## src/rtl/pipelined_csel_addsub.sv

```systemverilog
// Pipelined carry-select adder/subtractor: one SEG_W-bit segment per stage, with a
// registered carry between stages and valid/ready flow control on both sides.
module pipelined_csel_addsub #(
    parameter int WIDTH = 32,
    parameter int SEG_W = 8
) (
    input  logic             clock,
    input  logic             reset,
    input  logic             in_valid,
    output logic             in_ready,
    input  logic [WIDTH-1:0] a,
    input  logic [WIDTH-1:0] b,
    input  logic             sub,
    output logic             out_valid,
    input  logic             out_ready,
    output logic [WIDTH-1:0] s,
    output logic             cout,
    output logic             ovf,
    output logic             zero
);
    localparam int NSEG = WIDTH / SEG_W;
    localparam logic [SEG_W:0] ONE = {{SEG_W{1'b0}}, 1'b1};

    logic [WIDTH-1:0] b_eff;
    logic             accept;

    assign b_eff = b ^ {WIDTH{sub}};

    genvar gi;
    generate
        for (gi = 0; gi < NSEG; gi++) begin : g_stage
            // rem_*: operand bits not yet summed; sum_reg: completed low result bits
            localparam int REM_W = WIDTH - gi * SEG_W;
            localparam int LO_W  = (gi + 1) * SEG_W;

            logic [REM_W-1:0] rem_a;
            logic [REM_W-1:0] rem_b;
            logic             cin;
            logic             load;
            logic             down_free;
            logic             advance;
            logic             capture;
            logic [SEG_W:0]   sum0;
            logic [SEG_W:0]   sum1;
            logic [SEG_W:0]   sel;
            logic [LO_W-1:0]  sum_next;
            logic             valid_reg;
            logic             carry_reg;
            logic [LO_W-1:0]  sum_reg;

            if (gi == 0) begin : g_head
                assign rem_a    = a;
                assign rem_b    = b_eff;
                assign cin      = sub;
                assign load     = accept;
                assign sum_next = sel[SEG_W-1:0];
            end else begin : g_tail
                assign rem_a    = g_stage[gi-1].g_pass.a_reg;
                assign rem_b    = g_stage[gi-1].g_pass.b_reg;
                assign cin      = g_stage[gi-1].carry_reg;
                assign load     = g_stage[gi-1].advance;
                assign sum_next = {sel[SEG_W-1:0], g_stage[gi-1].sum_reg};
            end

            // A stage may move on if the stage after it is empty or moving on too
            if (gi == NSEG - 1) begin : g_sink
                assign down_free = out_ready;
            end else begin : g_mid
                assign down_free = !g_stage[gi+1].valid_reg || g_stage[gi+1].advance;
            end

            assign sum0    = {1'b0, rem_a[SEG_W-1:0]} + {1'b0, rem_b[SEG_W-1:0]};
            assign sum1    = {1'b0, rem_a[SEG_W-1:0]} + {1'b0, rem_b[SEG_W-1:0]} + ONE;
            assign sel     = cin ? sum1 : sum0;
            assign advance = valid_reg && down_free;
            assign capture = (!valid_reg || advance) && load;

            always_ff @(posedge clock or posedge reset) begin
                if (reset) begin
                    valid_reg <= 1'b0;
                    carry_reg <= 1'b0;
                    sum_reg   <= '0;
                end else begin
                    if (!valid_reg || advance) begin
                        valid_reg <= load;
                    end
                    if (capture) begin
                        carry_reg <= sel[SEG_W];
                        sum_reg   <= sum_next;
                    end
                end
            end

            if (gi < NSEG - 1) begin : g_pass
                logic [REM_W-SEG_W-1:0] a_reg;
                logic [REM_W-SEG_W-1:0] b_reg;

                always_ff @(posedge clock or posedge reset) begin
                    if (reset) begin
                        a_reg <= '0;
                        b_reg <= '0;
                    end else if (capture) begin
                        a_reg <= rem_a[REM_W-1:SEG_W];
                        b_reg <= rem_b[REM_W-1:SEG_W];
                    end
                end
            end else begin : g_last
                logic ovf_reg;
                logic zero_reg;

                // Carry into the MSB is a ^ b ^ sum at that bit; overflow is it XOR carry out
                always_ff @(posedge clock or posedge reset) begin
                    if (reset) begin
                        ovf_reg  <= 1'b0;
                        zero_reg <= 1'b0;
                    end else if (capture) begin
                        ovf_reg  <= rem_a[REM_W-1] ^ rem_b[REM_W-1] ^ sel[SEG_W-1] ^ sel[SEG_W];
                        zero_reg <= (sum_next == '0);
                    end
                end
            end
        end
    endgenerate

    assign in_ready  = !g_stage[0].valid_reg || g_stage[0].advance;
    assign accept    = in_valid && in_ready;
    assign out_valid = g_stage[NSEG-1].valid_reg;
    assign s         = g_stage[NSEG-1].sum_reg;
    assign cout      = g_stage[NSEG-1].carry_reg;
    assign ovf       = g_stage[NSEG-1].g_last.ovf_reg;
    assign zero      = g_stage[NSEG-1].g_last.zero_reg;

endmodule

```

## config.mk

```make
export PLATFORM = sky130hd
export DESIGN_NAME = pipelined_csel_addsub
export DESIGN_NICKNAME = d
export VERILOG_FILES = /design/src/rtl/pipelined_csel_addsub.sv
export SDC_FILE = /design/constraint.sdc
export NUM_CORES = 1
export LEC_CHECK = 0
export CORE_UTILIZATION = 30
export CTS_CLUSTER_SIZE = 28
export DETAILED_ROUTE_END_ITERATION = 12
export PLACE_DENSITY_LB_ADDON = 0.15
export SLEW_MARGIN = 10
export SYNTH_ARGS = -nofsm -noshare
export SYNTH_HDL_FRONTEND = slang
export SYNTH_SLANG_ARGS = --single-unit
```

## constraint.sdc

```tcl
create_clock -name clock -period 9.2 [get_ports clock]
set_input_delay 2.76 -clock clock [delete_from_list [all_inputs] [get_ports clock]]
set_output_delay 2.76 -clock clock [all_outputs]
set_load 0.1 [all_outputs]
```

==> results of run 1 <==
## cell usage after synthesis (4+ instances only)
library cell | instances | share of area
dfrtp_1 | 186 | 0.52
fa_1 | 4 | 0.0089
nand4_1 | 8 | 0.0056
a211o_1 | 4 | 0.0039
o21a_1 | 6 | 0.0050
nor3_1 | 6 | 0.0033
nand2_1 | 147 | 0.061
xor2_1 | 22 | 0.021
nor2_1 | 18 | 0.0075
nor4_1 | 7 | 0.0049
o21ai_0 | 60 | 0.033
o31ai_1 | 4 | 0.0033
a21oi_1 | 13 | 0.0072
a21o_1 | 14 | 0.012
clkbuf_1 | 21 | 0.0088
nand3_1 | 10 | 0.0056
a211oi_1 | 5 | 0.0042
inv_1 | 10 | 0.0042
xnor2_1 | 54 | 0.053
ha_1 | 36 | 0.050
mux2_2 | 98 | 0.12
nand2b_1 | 5 | 0.0035
buf_1 | 10 | 0.0042
## where the power goes
group | total, uW | switching [uW] | internal, uW
combinational | 1810 | 1150 | 654
sequential | 1290 | 188 | 1100
clock | 765 | 327 | 438
## cell usage in the layout, fill, tap and decap left out, types with 3 or more instances in the layout
cell,count
clkbuf_16,17
and3_1,3
bufinv_16,3
nand2_2,3
and4_1,3
nor2_1,18
a2111oi_0,3
nand2b_1,5
nand4_1,8
o21ai_0,60
ha_1,36
o22ai_1,3
o21a_1,6
buf_4,8
inv_1,9
xor2_1,22
xnor2_1,54
clkinv_4,3
nor3_1,6
a21oi_1,13
nor4_1,7
nand2_1,144
a211oi_1,5
nand3_1,10
mux2_2,98
a21o_1,14
a211o_1,4
inv_6,4
clkdlybuf4s50_1,104
fa_1,4
dfrtp_1,186
or2_2,3
o31ai_1,4
mux2i_1,3
## how the worst max path moves through the flow
stage,cells after the start,startpoint,endpoint
6_report,4,out_ready,in_ready
5_1_grt,4,out_ready,in_ready
4_1_cts,4,out_ready,in_ready
3_5_place_dp,4,out_ready,in_ready
3_3_place_gp,4,out_ready,in_ready
2_1_floorplan,1,reset,cout$_DFFE_PP0P_
## area by class of cell
| class | count | area share |
|---|---|---|
| clock buffer | 18 | 0.0397 |
| clock inverter | 12 | 0.0148 |
| timing repair buffer | 113 | 0.100 |
| multi-input combinational | 569 | 0.377 |
| inverter | 10 | 0.00385 |
| tap | 384 | 0.0435 |
| sequential | 186 | 0.421 |
## stage by stage
step | area (sq um) | utilization
4_1_cts | 11100 | 0.380
3_5_place_dp | 10400 | 0.359
3_3_place_gp | 10400 | 0.359
2_1_floorplan | 8980 | -
6_report | 11100 | 0.380
5_1_grt | 11100 | 0.380
## critical path: stages
cell and delay, ps:
clkdlybuf4s50_1 450, and2b_2 250, nand4_1 150, clkdlybuf4s50_1 1160
## per-layer routing
layer  up-vias  share of wire  GRT usage
li1       3001              -          -
met1      2697           0.57      0.202
met2        90           0.39      0.178
met3        16          0.026     0.0215
met4         0          0.013     0.0420
met5         -              0          0
## cell families after synthesis
logic type / Yosys count / synth area share
xor+xnor: 77 / 0.0768
flops: 186 / 0.518
fa+ha+maj: 40 / 0.0591
compound gates: 130 / 0.0910
mux: 101 / 0.126
buf+inv: 43 / 0.0188
simple gates: 221 / 0.110
==> reports/summary.txt, run 1 <==
Status -> finished clean
Gr usage total -> 0.129
R2R Setup Slk -> 6240 ps
First-pass GRT wire length -> 31800 um
Min-Delay Startpoint -> s[10]$_DFFE_PP0P_
LEAKAGE -> 0.00481 uW
Final Slew Violations -> 0
Buffers added on ports -> 105
Non-Filler Instances -> 1292
Syn Inst Count -> 798
Fin. Hold Viols -> 0
Worst R2R Path Depth -> 9
DRC violations left -> 0
Register bit total from synthesis -> 186
Initial antenna violation count -> 0
PD cells -> 349 mW/mm^2
Starting density of the core -> 0.309
First drt pass iteration count -> 4
Clock Path Buffers -> 2
Gpl congestion -> 0.748
Power Total -> 3860 uW
Min Hold Slack -> 475 ps
CTS Root Buffer Type -> clkbuf_16
Hold crit path type -> flop to flop
DR vias -> 5804
Worst reg2reg endpoint -> ovf$_DFFE_PP0P_
Die Wd -> 175 um
I/O pin cnt -> 106
R2R Path Start -> g_stage[2].g_pass.b_reg[0]$_DFFE_PP0P_
Core footprint -> 0.0291 sq mm
Clock transition at path regs -> 70 ps
DRT iter0 DRCs -> 272
Yosys cell types -> 54
Clock sinks -> 186
H-tree depth -> 4
CTS resizes -> 0
EDFF count, synth -> 0
Largest net degree at the start of global routing -> 90
Critical Path AT -> 4780 ps
Final setup vio count -> 0
Clock Latency Late Sink -> 420 ps
Top FF cell, synth -> dfrtp_1
VDD IR max -> 120 uV
Fillcell total -> 2874
Post CTS Setup Buffer Count -> 0
Drt wl/cell -> 14.3 um
Fin crit share -> 0.819
Minimum clock period -> 7540 ps
Area delta synth->final -> 23.1%
DP HPWL -> 13300 um
Avg Inst Size Synth -> 11.3 sq um
Cts hold-fix bufs -> 0
Vias per cell -> 4.49
Area of the multi-input gates -> 0.00417 sq mm
Nets -> 1006
Min-Delay Endpoint -> s[10]$_DFFE_PP0P_
Ys async rst share -> 1.00
Syn. warnings -> 0
Worst Path Required -> 6440 ps
MaxCap Viol Count -> 0
Setup TNS -> 0 ps
Setup WS pre-CTS -> 1670 ps
Post-synthesis sequential area ratio -> 0.518
ANT nets after route -> 0
GRT overflow -> 0
Sequential cell area -> 0.00465 sq mm
DIE AREA -> 0.0306 sq mm
Syn Nets -> 907
Total CTS buffers -> 17
Vias in the first global route -> 5915
Max_slew headroom -> 0.334
PnR worst setup slack -> 1660 ps
WHS Path Cells -> 2
FP Rows -> 62
CP max FO -> 6
Synth Cell Area -> 0.00898 sq mm
Critical Path End Type -> output pin
Worst-Margin Slew -> 995 ps
TritonCTS clock tree -> built
Critical path startpoint category -> primary input
Layout cells sized above 1 -> 0.169
Post-Route WL -> 18500 um
Unrepaired setup endpoints after global routing -> no
Inst Count DP -> 1262
Die Ht -> 175 um
Crit Path Class -> primary input to output pin
Ant. Diodes -> 0
Worst Skew -> 10.4 ps
Fmax -> 133 MHz
No activity file was read; power rests on OpenSTA's default activity.
==> run 2, diff against run 1 <==
- clock period: 9.2 -> 6.1 ns (I/O delays scaled with it)
==> reports/summary.txt, run 2 (synthesis results as in run 1) <==
Status -> finished clean
H-tree depth -> 4
Post-route cell area -> 0.0111 sq mm
VDD IR max -> 202 uV
Sequential cell area -> 0.00465 sq mm
DRC violations left -> 0
Worst Skew -> 13.0 ps
Drt wl/cell -> 14.5 um
Setup TNS -> 0 ps
CTS Root Buffer Type -> clkbuf_16
Nets -> 1007
CP max FO -> 6
Ant. Diodes -> 0
TritonCTS clock tree -> built
Largest net degree at the start of global routing -> 100
Switching pwr -> 2550 uW
Worst-Margin Slew -> 991 ps
Clock sinks -> 186
MaxCap Viol Count -> 0
I/O pin cnt -> 106
Commonest cells after routing, fill and taps aside -> dfrtp_1, nand2_1, clkdlybuf4s50_1
Fin crit share -> 0.793
Clock transition at path regs -> 70 ps
Unrepaired setup endpoints after global routing -> no
Gpl congestion -> 0.765
Layout cells sized above 1 -> 0.172
First drt pass iteration count -> 4
Starting density of the core -> 0.309
Post CTS Setup Buffer Count -> 0
Final setup vio count -> 0
Fillcell total -> 2894
Sw frac -> 0.439
FP Rows -> 62
Clock group share of total power -> 0.196
DRT iter0 DRCs -> 254
Area of the multi-input gates -> 0.00417 sq mm
P_int -> 3250 uW
Fin. Hold Viols -> 0
First-pass GRT wire length -> 31900 um
CTS resizes -> 0
Critical path startpoint category -> primary input
ANT nets after route -> 0
Vias in the first global route -> 5958
Critical Path End Type -> output pin
Vias per cell -> 4.50
Hold crit path type -> flop to flop
Post-Route WL -> 18800 um
DR vias -> 5826
Fmax -> 207 MHz
DP HPWL -> 13600 um
Max_slew headroom -> 0.338
Total CTS buffers -> 17
GRT overflow -> 0
Critical Path AT -> 3010 ps
Die Wd -> 175 um
Commonest non-fill, non-tap cell in the layout -> dfrtp_1
Core footprint -> 0.0291 sq mm
Flop pwr share -> 0.334
Die Ht -> 175 um
Placed cell area -> 0.0105 sq mm
LEAKAGE -> 0.00481 uW
Final Slew Violations -> 0
PD cells -> 524 mW/mm^2
Combinational share of power -> 0.471
Buffers added on ports -> 105
Area delta synth->final -> 23.5%
Cts hold-fix bufs -> 0
Gr usage total -> 0.131
DIE AREA -> 0.0306 sq mm
Power Total -> 5800 uW
Worst Path Required -> 4270 ps
Clock Latency Late Sink -> 420 ps
Minimum clock period -> 4840 ps
Initial antenna violation count -> 0
Crit Path Class -> primary input to output pin
Clock Path Buffers -> 2
run 2: cell count changes in the layout (fill, tap and decap cells not counted), sizes merged:
cell / change
clkdlybuf4s50: -1
bufinv: -2
clkinvlp: +2
clkbuf: +1
inv: +1
buf: +2
run 2: power groups by stage:
| stage | sequential, uW | combinational, uW | clock (uW) |
|---|---|---|---|
| global placement | 1960 | 2740 | 0 |
| global route | 2010 | 2990 | 1230 |
| CTS | 1940 | 2760 | 1190 |
| floorplan | 2650 | 1370 | 0 |
| finish | 1940 | 2730 | 1140 |
| detailed placement | 1970 | 2750 | 0 |
run 2: worst paths after layout:
path | slack [ps] | end | cells past startpoint | start
setup / recovery | 1260 | in_ready | 4 | out_ready
hold reg to reg | 480 | s[3]$_DFFE_PP0P_ | 2 | s[3]$_DFFE_PP0P_
setup reg to reg | 3140 | ovf$_DFFE_PP0P_ | 9 | g_stage[2].g_pass.b_reg[0]$_DFFE_PP0P_
max in group asynchronous | 3170 | g_stage[1].carry_reg$_DFFE_PP0P_ | 3 | reset
min in group asynchronous | 1920 | s[30]$_DFFE_PP0P_ | 2 | reset
hold / removal | 480 | s[3]$_DFFE_PP0P_ | 2 | s[3]$_DFFE_PP0P_
run 2: area by class of cell:
class / count / share of cell area
tap: 384 / 0.0433
clock inverter: 13 / 0.0139
timing repair buffer: 114 / 0.102
clock buffer: 19 / 0.0409
sequential: 186 / 0.420
inverter: 10 / 0.00373
multi-input combinational: 569 / 0.376
run 2: metrics by stage:
step	hold WS (ps)	std cells	util	worst slack (ps)
after floorplan	446	798	-	1230
after global placement	461	1263	0.360	1290
after detailed placement	462	1263	0.360	1240
after CTS	483	1295	0.381	1260
after global routing	502	1295	0.381	1240
final	475	1295	0.381	1260
run 2: worst max-delay path, stage by stage:
cell	delay, ps
clkdlybuf4s50_1	450
and2b_2	250
nand4_1	150
buf_4	320
run 2: layer usage:
metal | GRT usage | share of wire | up-vias
met5 | 0 | 0 | -
met4 | 0.0413 | 0.012 | 0
met3 | 0.0215 | 0.028 | 15
met2 | 0.183 | 0.39 | 96
met1 | 0.204 | 0.57 | 2734
li1 | - | - | 2981
==> run 3, diff against run 2 <==
- clock period: 6.1 -> 5.07 ns (I/O delays scaled with it)
==> reports/summary.txt, run 3 (synthesis results as in run 1) <==
ANT nets after route -> 0
I/O pin cnt -> 106
Largest net degree at the start of global routing -> 90
Worst R2R Path Depth -> 9
TritonCTS clock tree -> built
MaxCap Viol Count -> 0
Core footprint -> 0.0291 sq mm
Fin crit share -> 0.826
Layout cells sized above 1 -> 0.171
Initial antenna violation count -> 0
DIE AREA -> 0.0306 sq mm
Gr usage total -> 0.130
Worst Path Required -> 3550 ps
Fillcell total -> 2881
Post CTS Setup Buffer Count -> 0
Nets -> 1008
Sequential cell area -> 0.00465 sq mm
Minimum clock period -> 4190 ps
Commonest non-fill, non-tap cell in the layout -> dfrtp_1
Area delta synth->final -> 23.3%
Worst reg2reg endpoint -> ovf$_DFFE_PP0P_
Worst-Margin Slew -> 1000 ps
Gpl congestion -> 0.738
Vias in the first global route -> 5725
CP max FO -> 6
PnR worst setup slack -> 881 ps
FP Rows -> 62
PD cells -> 624 mW/mm^2
Clock transition at path regs -> 70 ps
R2R Setup Slk -> 2120 ps
Critical Path End Type -> output pin
First-pass GRT wire length -> 31500 um
Critical path startpoint category -> primary input
Fin. Hold Viols -> 0
Starting density of the core -> 0.309
Status -> finished clean
Setup TNS -> 0 ps
Power Total -> 6910 uW
Min-Delay Startpoint -> s[22]$_DFFE_PP0P_
Crit Path Class -> primary input to output pin
Buffers added on ports -> 105
Vias per cell -> 4.53
R2R Path Start -> g_stage[2].g_pass.b_reg[0]$_DFFE_PP0P_
Post-Route WL -> 18900 um
LEAKAGE -> 0.00480 uW
VDD IR max -> 199 uV
Die Wd -> 175 um
Max_slew headroom -> 0.331
Unrepaired setup endpoints after global routing -> no
DRT iter0 DRCs -> 264
Min-Delay Endpoint -> s[22]$_DFFE_PP0P_
Ant. Diodes -> 0
Cts hold-fix bufs -> 0
Clock Latency Late Sink -> 430 ps
Drt wl/cell -> 14.6 um
Hold crit path type -> flop to flop
Clock Path Buffers -> 2
Critical Path AT -> 2670 ps
Final Slew Violations -> 0
First drt pass iteration count -> 4
Area of the multi-input gates -> 0.00417 sq mm
Setup WS pre-CTS -> 542 ps
Worst Skew -> 13.1 ps
CTS resizes -> 0
H-tree depth -> 4
DR vias -> 5867
DRC violations left -> 0
Clock sinks -> 186
Commonest cells after routing, fill and taps aside -> dfrtp_1, nand2_1, clkdlybuf4s50_1
CTS Root Buffer Type -> clkbuf_16
DP HPWL -> 13600 um
Total CTS buffers -> 17
WHS Path Cells -> 2
Final setup vio count -> 0
Fmax -> 239 MHz
GRT overflow -> 0
Die Ht -> 175 um
-- run 3: changes by cell type in the layout (fill, tap and decap cells not counted), moves of 2 or more --
cell | before | now
buf_12 | 2 | 5
buf_4 | 8 | 6
clkbuf_1 | 0 | 2
clkinv_4 | 4 | 2
clkinvlp_4 | 2 | 4
inv_6 | 1 | 3
inv_8 | 5 | 3
-- run 3: through the flow --
step / hold slack (ps) / area [sq um] / util / instances
floorplan: 446 / 8980 / - / 798
global placement: 459 / 10500 / 0.362 / 1264
detailed placement: 463 / 10500 / 0.362 / 1264
CTS: 481 / 11100 / 0.381 / 1296
global route: 492 / 11100 / 0.381 / 1296
finish: 474 / 11100 / 0.381 / 1296
-- run 3: how the worst max path moves through the flow --
stage,startpoint,endpoint,slack [ps]
floorplan,sub,g_stage[0].carry_reg$_DFFE_PP0P_,510
global placement,b[0],g_stage[0].carry_reg$_DFFE_PP0P_,610
detailed placement,b[0],g_stage[0].carry_reg$_DFFE_PP0P_,540
CTS,out_ready,in_ready,880
global route,b[0],g_stage[0].carry_reg$_DFFE_PP0P_,750
finish,out_ready,in_ready,880
-- run 3: power by group --
group	internal, uW	leakage, uW	switching [uW]
registers	1990	0.00225	342
clock network	658	0.000263	623
logic	1200	0.00229	2090
total	3850	0.00480	3060
-- run 3: worst max-delay path, stage by stage --
cell and delay, ps:
clkdlybuf4s50_1 390, and2b_2 270, nand4_1 240, buf_12 250
-- run 3: final cells by class --
cell class / count / area share
inverter: 10 / 0.00373
sequential: 186 / 0.420
multi-input combinational: 569 / 0.376
timing repair buffer: 115 / 0.107
tap: 384 / 0.0434
clock buffer: 20 / 0.0403
clock inverter: 12 / 0.00949
-- run 3: layer usage --
| layer | global-route usage | share of wire | wire length (um) | up-vias |
|---|---|---|---|---|
| met5 | 0 | 0 | 0 | - |
| met4 | 0.0370 | 0.0097 | 183 | 0 |
| met3 | 0.0270 | 0.030 | 563 | 12 |
| met2 | 0.177 | 0.39 | 7450 | 88 |
| met1 | 0.202 | 0.57 | 10700 | 2771 |
| li1 | - | - | - | 2996 |
